[config.mk]
export PLATFORM = sky130hd
export DESIGN_NAME = button_conditioner
export DESIGN_NICKNAME = d
export VERILOG_FILES = /design/src/rtl/button_conditioner_pkg.sv /design/src/rtl/button_conditioner_channel.sv /design/src/rtl/button_conditioner.sv
export SDC_FILE = /design/constraint.sdc
export NUM_CORES = 1
export LEC_CHECK = 0
export BUFFER_PORTS_ARGS = -buffer_cell sky130_fd_sc_hd__buf_2
export CAP_MARGIN = 10
export CORE_UTILIZATION = 50
export DETAILED_ROUTE_END_ITERATION = 16
export PLACE_DENSITY = 0.75
export REMOVE_ABC_BUFFERS = 1
export SLEW_MARGIN = 20
export SYNTH_ARGS = -nofsm -noshare
export SYNTH_HDL_FRONTEND = slang
export SYNTH_SLANG_ARGS = --single-unit
[constraint.sdc]
create_clock -name clock -period 2.45 [get_ports clock]
set_clock_uncertainty 0.15 [all_clocks]
set_input_delay 0.245 -clock clock [delete_from_list [all_inputs] [get_ports clock]]
set_output_delay 0.245 -clock clock [all_outputs]
set_load 0.01 [all_outputs]
[src/rtl/button_conditioner_pkg.sv]
// Shared definitions for the push-button conditioner: debounce FSM encodings,
// default timing parameters and the per-channel output bundle.
package button_conditioner_pkg;

  localparam int DEBOUNCE_CYCLES_DEF = 50000;
  localparam int CNT_WIDTH_DEF       = 16;

  localparam logic [1:0] BTN_RELEASED        = 2'd0;
  localparam logic [1:0] BTN_CONFIRM_PRESS   = 2'd1;
  localparam logic [1:0] BTN_PRESSED         = 2'd2;
  localparam logic [1:0] BTN_CONFIRM_RELEASE = 2'd3;

  typedef struct packed {
    logic level;
    logic press;
    logic release_p;
  } btn_out_t;

endpackage

[src/rtl/button_conditioner_channel.sv]
// One button channel: 2-flop synchronizer, debounce FSM with stability counter,
// and registered level / press / release outputs.
module button_debounce_channel
  import button_conditioner_pkg::*;
#(
  parameter int DEBOUNCE_CYCLES = DEBOUNCE_CYCLES_DEF,
  parameter int CNT_WIDTH       = CNT_WIDTH_DEF
) (
  input  logic     clock,
  input  logic     reset,
  input  logic     btn_i,
  output btn_out_t out_o
);

  localparam logic [CNT_WIDTH-1:0] CNT_DONE = CNT_WIDTH'(DEBOUNCE_CYCLES);
  localparam logic [CNT_WIDTH-1:0] CNT_ONE  = CNT_WIDTH'(1);

  logic [1:0]           sync_q;
  logic [1:0]           state_q, state_d;
  logic [CNT_WIDTH-1:0] cnt_q, cnt_d;
  logic                 level_q, level_d;
  logic                 press_q, release_q;
  logic                 synced;

  assign synced = sync_q[1];

  // Counter is cleared on every abort and accept, so equality is enough.
  always_comb begin
    state_d = state_q;
    cnt_d   = cnt_q;
    case (state_q)
      BTN_RELEASED: begin
        if (synced) begin
          state_d = BTN_CONFIRM_PRESS;
          cnt_d   = CNT_ONE;
        end
      end
      BTN_CONFIRM_PRESS: begin
        if (!synced) begin
          state_d = BTN_RELEASED;
          cnt_d   = '0;
        end else if (cnt_q == CNT_DONE) begin
          state_d = BTN_PRESSED;
          cnt_d   = '0;
        end else begin
          cnt_d = cnt_q + CNT_ONE;
        end
      end
      BTN_PRESSED: begin
        if (!synced) begin
          state_d = BTN_CONFIRM_RELEASE;
          cnt_d   = CNT_ONE;
        end
      end
      BTN_CONFIRM_RELEASE: begin
        if (synced) begin
          state_d = BTN_PRESSED;
          cnt_d   = '0;
        end else if (cnt_q == CNT_DONE) begin
          state_d = BTN_RELEASED;
          cnt_d   = '0;
        end else begin
          cnt_d = cnt_q + CNT_ONE;
        end
      end
      default: begin
        state_d = BTN_RELEASED;
        cnt_d   = '0;
      end
    endcase
  end

  assign level_d = (state_d == BTN_PRESSED) || (state_d == BTN_CONFIRM_RELEASE);

  // Edge pulses are computed from the next level so they line up with level_q.
  always_ff @(posedge clock) begin
    if (reset) begin
      sync_q    <= '0;
      state_q   <= BTN_RELEASED;
      cnt_q     <= '0;
      level_q   <= 1'b0;
      press_q   <= 1'b0;
      release_q <= 1'b0;
    end else begin
      sync_q    <= {sync_q[0], btn_i};
      state_q   <= state_d;
      cnt_q     <= cnt_d;
      level_q   <= level_d;
      press_q   <= level_d & ~level_q;
      release_q <= ~level_d & level_q;
    end
  end

  assign out_o.level     = level_q;
  assign out_o.press     = press_q;
  assign out_o.release_p = release_q;

endmodule

[src/rtl/button_conditioner.sv]
// Conditions raw board push-buttons into debounced levels and single-cycle
// press/release pulses in the processor clock domain.
module button_conditioner
  import button_conditioner_pkg::*;
#(
  parameter int NUM_BUTTONS     = 4,
  parameter int DEBOUNCE_CYCLES = DEBOUNCE_CYCLES_DEF,
  parameter int CNT_WIDTH       = CNT_WIDTH_DEF,
  parameter bit ACTIVE_LOW      = 1'b1
) (
  input  logic                   clock,
  input  logic                   reset,
  input  logic [NUM_BUTTONS-1:0] btn_raw,
  output logic [NUM_BUTTONS-1:0] btn_level,
  output logic [NUM_BUTTONS-1:0] btn_press,
  output logic [NUM_BUTTONS-1:0] btn_release
);

  logic [NUM_BUTTONS-1:0] btn_norm;
  btn_out_t               ch_out [NUM_BUTTONS];

  // After normalization, 1 always means pressed.
  assign btn_norm = ACTIVE_LOW ? ~btn_raw : btn_raw;

  for (genvar g = 0; g < NUM_BUTTONS; g++) begin : g_ch
    button_debounce_channel #(
      .DEBOUNCE_CYCLES (DEBOUNCE_CYCLES),
      .CNT_WIDTH       (CNT_WIDTH)
    ) u_ch (
      .clock (clock),
      .reset (reset),
      .btn_i (btn_norm[g]),
      .out_o (ch_out[g])
    );

    assign btn_level[g]   = ch_out[g].level;
    assign btn_press[g]   = ch_out[g].press;
    assign btn_release[g] = ch_out[g].release_p;
  end

endmodule

# After elaboration in Yosys (flattened, before gate mapping)
# Index checks and enable logic that the tools add are counted.
classes:
  add_sub_neg: 4
  n_mux: 52
  n_reduce_logical: 12
  eq_ne: 32
  bitwise_logic: 17
ops:
  columns: ["operator", "n"]
  rows:
  - ["$mux W16", 20]
  - ["$pmux W16 S4", 4]
  - ["$add A16 B1 Y16 const B", 4]
  - ["$eq A16 B16 Y1 const B", 4]
  - ["$mux W2", 24]
  - ["$eq A2 B2 Y1 const B", 16]
  - ["$pmux W2 S4", 4]
  - ["$and A1 B1 Y1", 8]
  - ["$eq A2 B1 Y1 const B", 4]
  - ["$logic_not A2 Y1", 4]
  - ["$ne A2 B1 Y1 const B", 4]
  - ["$ne A2 B2 Y1 const B", 4]
  - ["$not A1 Y1", 8]
  - ["$reduce_and A2 Y1", 4]
  - ["$logic_or A1 B1 Y1", 4]
  - ["$not A4 Y4", 1]
totals:
  word_cells: 141
  output_inout_bits: 12
  register_bits: 92
  in_bits: 6

# Depth between registers and ports, before layout
logic_depth:
  depth_word: 8
  ltp_mapped: 7
  depth_no_buf: 6

# Modules after synthesis
# From an unflattened synthesis, not the netlist that was laid out.
unflattened:
  hier_cells: 544
  hier_area_um2: 4615.7
by_module_without_submodules:
  columns: ["mod", "instances", "cells_per_inst", "area_each_um2", "seq_area_each_um2"]
  rows:
  - ["button_debounce_channel (g_ch[0].u_ch ...)", 3, 134, 1131.1, 460.4]
  - ["button_debounce_channel (g_ch[3].u_ch)", 1, 138, 1207.4, 460.4]
  - ["button_conditioner", 1, 4, 15.0, 0.0]

# Worst setup path after synthesis
# No wires, ideal clock.
synth_path:
  path_type: "flip-flop to flip-flop"
  start: "reg g_ch[3].u_ch.cnt_q[0]"
  end: "reg g_ch[3].u_ch.cnt_q[12]"
  n_path_buf: 0
  arrival_time_ns: 1.657
  setup_ns: 0.072
  stages_incl_launch_ff: 7
  slack_ns: 0.571
  required_time_ns: 2.228
  period_less_slack_ns: 1.879
  cell_sequence: "dfxtp_1 inv_1 ha_1 and3b_1 nand4_1 or4b_2 mux2i_1"
synth_between:
  elab_chain_cells: 4
  word_cells_on_any_way: 6
  cone_classes: "add/sub (1); eq/ne (1); mux (4)"
synth_rtl:
  columns: ["element", "line_no", "rtl"]
  rows:
  - ["from (decl)", "button_conditioner_channel.sv:20", "logic [CNT_WIDTH-1:0] cnt_q, cnt_d;"]
  - ["from (signal assigned)", "button_conditioner_channel.sv:87", "cnt_q <= cnt_d;"]
  - ["$add A16 B1 Y16 / $eq A16 B16 Y1 (equally long branches)", null, null]
  - ["$mux W16 (*)", "button_conditioner_channel.sv:42, button_conditioner_channel.sv:59", null]
  - ["$mux W16, on equally long branches", "button_conditioner_channel.sv:56, button_conditioner_channel.sv:39", null]
  - ["$pmux W16 S4 (*)", "button_conditioner_channel.sv:31", "case (state_q)"]
# Mark *: on every way between the ends. The rest lies on a longest branch, timed or not.
# A chain may end at the register's enable or synchronous reset.

# Worst setup path after layout
layout_path:
  start: "reg g_ch[3].u_ch.cnt_q[0]"
  end: "reg g_ch[3].u_ch.cnt_q[0]"
# Same word-level chain as after synthesis.

==> flow_metrics.py <==
metrics = {
    "run_status": {
        "run_status": "finished clean",
    },
    "setup_path": {
        "r2r_end": "g_ch[3].u_ch.cnt_q[0]",
        "timing.rr.start": "g_ch[3].u_ch.cnt_q[0]",
        "worstPathRequired_ns": 2.55,
        "max_stage_delay_ns": 0.44,
        "path_max_fanout": 19,
        "cp-start-kind": "flip-flop",
        "crit_chain": "inv_1 -> ha_1 -> and3b_1 -> nand4_1 -> buf_4 -> nor2_1 -> a2111oi_0",
        "crit_path_end_kind": "flip-flop",
        "reg2reg_setup_slack_ns": 0.32,
        "cp_slowest_cell": "dfxtp_1",
        "path_class": "reg2reg",
        "arrival_ns": 2.23,
        "crit_start": "g_ch[3].u_ch.cnt_q[0]",
        "endpoint": "g_ch[3].u_ch.cnt_q[0]",
        "r2r_cells": 7,
    },
    "grt": {
        "grt_use_met3_pct": 3.972,
        "top_usage_layer": "met2",
        "grt_pass1_wl_um": 17630,
        "grt_pass1_vias": 3851,
        "use_met2_pct": 35.32,
        "groute.usage.overall_pct": 21.97,
        "grt_start_max_net_pins": 48,
        "gr-total-overflow": 0,
        "grt_use_met1_pct": 29.00,
        "grt_antenna_before_repair": 0,
    },
    "route": {
        "route.detailed.drc": 0,
        "via_per_inst": 6.258,
        "wl_per_cell_um": 15.33,
        "vias": 4080,
        "dr.pass1.iters": 5,
        "drtAntennaViolNets": 0,
        "drt-total-wl_um": 9994,
        "drtIter0Drc": 127,
    },
    "synthesis": {
        "yosysWarnings": 0,
        "synthFlopType": "dfxtp_1",
        "synth_seq_area_share_pct": 39.53,
        "synth-edff-count": 0,
        "syn-cell-area_um2": 4659,
        "avgSynthCellArea_um2": 8.808,
        "netlist_instances": 529,
        "ys_types": 62,
        "synth_top_cell_by_area": "dfxtp_1",
        "synth_top_area_share_pct": 39.53,
        "ys_top_cells_by_area": "dfxtp_1, a31oi_1, xor2_1, nand3_1, nand4_1",
        "async_reset_ff_share_pct": 0,
        "synth_seq_cells": 92,
    },
    "place": {
        "routabilityCongestion": 0.8648,
        "post-place-cells": 632,
        "portBuffers": 17,
        "post-dp-hpwl_um": 6768,
        "post_dp_cell_area_um2": 4786,
    },
    "cells_and_area": {
        "syn_to_final_growth_pct": 7.653,
        "fin_nets": 553,
        "multi_input_area_um2": 2517,
        "drive_gt1_share_pct": 11.76,
        "fin_util_pct": 56.42,
        "diodes": 0,
        "layoutNonFillerInstCount": 652,
        "regArea_um2": 1842,
        "fillers": 813,
        "post-route-cell-area_um2": 5016,
    },
    "clocking": {
        "cts_buffers": 9,
        "clk_pin_slew_ns": 0.09,
        "postCtsResizedCells": 0,
        "worstSkewPairLatency_ns": 0.37,
        "numClockSinks": 92,
        "cts_buffer_depth": 2,
        "ctsRootBufferMaster": "clkbuf_8",
        "post-cts-setup-buffer-count": 0,
        "h-tree-depth": 3,
        "tritoncts": "yes",
        "cts_hold_buffers": 4,
    },
    "sta": {
        "slew_violations": 0,
        "worstMarginPinSlew_ns": 0.5871,
        "period_share_pct": 87.04,
        "fmax_mhz": 468.9,
        "hold_viol": 0,
        "grt_setup_unrepaired": "false",
        "tns_ns": 0,
        "max_slew_margin_pct": 60.60,
        "fin_crit_ns": 2.133,
        "finalSetupViolCount": 0,
    },
    "floorplanning": {
        "die_y_um": 98.54,
        "die_area_um2": 9709,
        "die_x_um": 98.54,
        "row_count": 34,
        "ioPinCount": 18,
        "start_util_pct": 52.41,
        "coreArea_um2": 8891,
    },
    "pwr": {
        "p_leak_nw": 1.650,
        "p_per_area_nw_per_um2": 526.6,
        "ir_drop_mv": 0.3366,
    },
    "hold_path": {
        "worstHoldStart": "reset",
        "hp-class": "in2reg",
    },
    "job": {
        "maxCapViolCount": 0,
    },
}
registers in the layout, indices dropped and copies added, names as in the netlist:
name and count:
g_ch.u_ch.press_q 4, g_ch.u_ch.sync_q 8, g_ch.u_ch.release_q 4, g_ch.u_ch.level_q 4, g_ch.u_ch.cnt_q 64, g_ch.u_ch.state_q 8
power by group:
part / internal, mW / total [mW] / switching [mW]
Clock: 0.468 / 1.01 / 0.540
Combinational: 0.0393 / 0.113 / 0.0733
Sequential: 1.51 / 1.52 / 0.0136
critical path, delay by kind of cell (launching register included):
kind	cells	cell delay, ns
AND/OR/NAND/NOR	3	0.52
buffers and inverters	2	0.36
adder cells (fa/ha/maj)	1	0.19
flip-flops	1	0.44
AO/OA/AOI/OAI	1	0.36
area by class of cell:
class,count,area share [%]
multi-input cells,374,50.19
inverters,27,2.020
well taps,108,2.694
repair buffers,35,4.590
clock inverters,7,1.322
flip-flops and latches,92,36.72
clock buffers,9,2.469
placed cells by master (no fill, tap or decap), types with 3 or more instances in the layout:
| cell | count |
|---|---|
| a2111oi_0 | 3 |
| a211oi_1 | 13 |
| a211oi_2 | 3 |
| a21oi_1 | 10 |
| a31oi_1 | 30 |
| a32oi_1 | 4 |
| a41oi_1 | 5 |
| and2_1 | 8 |
| and3_1 | 12 |
| and4_1 | 13 |
| and4b_1 | 3 |
| buf_2 | 17 |
| buf_4 | 14 |
| clkbuf_8 | 9 |
| clkinv_2 | 4 |
| dfxtp_1 | 92 |
| dlygate4sd3_1 | 4 |
| ha_1 | 8 |
| inv_1 | 27 |
| mux2i_1 | 4 |
| nand2_1 | 30 |
| nand3_1 | 28 |
| nand3b_1 | 5 |
| nand4_1 | 20 |
| nor2_1 | 23 |
| nor2b_1 | 4 |
| nor3_1 | 22 |
| nor4_1 | 3 |
| nor4b_1 | 6 |
| nor4bb_1 | 4 |
| o2111ai_1 | 6 |
| o211ai_1 | 10 |
| o21ai_0 | 17 |
| o22ai_1 | 3 |
| o31ai_1 | 6 |
| or3_1 | 12 |
| or4_1 | 8 |
| xnor2_1 | 4 |
| xor2_1 | 18 |
worst min path at each step:
stage / depth (start not counted) / endpoint
floorplan: 1 / g_ch[0].u_ch.sync_q[0]
global placement: 2 / g_ch[0].u_ch.sync_q[0]
detailed placement: 2 / g_ch[3].u_ch.sync_q[0]
CTS: 2 / g_ch[3].u_ch.sync_q[1]
global route: 2 / g_ch[0].u_ch.state_q[1]
finish: 2 / g_ch[3].u_ch.sync_q[1]
cells by family (layout without fill, tap and decap cells):
kind of cell / after synthesis / after routing / synth area share (%)
and+or+nand+nor: 222 / 222 / 28.87
AOI/OAI and AO/OA: 117 / 117 / 17.67
DFF: 92 / 92 / 39.53
buffers and inverters: 63 / 78 / 6.445
xor gates and xnor gates: 23 / 23 / 4.484
adders and majority gates: 8 / 8 / 2.148
muxes: 4 / 4 / 0.8593
routing by layer:
layer	vias to the layer above	part of all wire, %
li1	2024	-
met1	1933	48
met2	106	47
met3	17	4.0
met4	0	1.5
met5	-	0
stage by stage:
stage / total power, mW / setup slack [ns] / hold slack, ns
after detailed placement: 1.663 / 0.2906 / 0.2535
after CTS: 2.667 / 0.2713 / 0.08467
after global placement: 1.659 / 0.4529 / 0.2500
after floorplan: 1.608 / 0.1308 / 0.1617
after global routing: 2.754 / 0.05056 / 0.1088
final: 2.642 / 0.3175 / 0.09004
synthesized netlist by cell type (5+ instances only):
library cell,number
a41oi_1,5
a31oi_1,30
o2111ai_1,6
nor4b_1,6
dfxtp_1,92
and4_1,13
nand3_1,28
clkbuf_1,15
nor3_1,22
or3_1,12
buf_4,13
nand4_1,20
o21ai_0,17
a211oi_1,13
o31ai_1,6
or4_1,8
nand2_1,30
ha_1,8
a21oi_1,10
and2_1,8
nand3b_1,5
buf_2,6
xor2_1,18
o211ai_1,10
nor2_1,23
inv_1,27
and3_1,12
(Power assumes the default switching activity.)
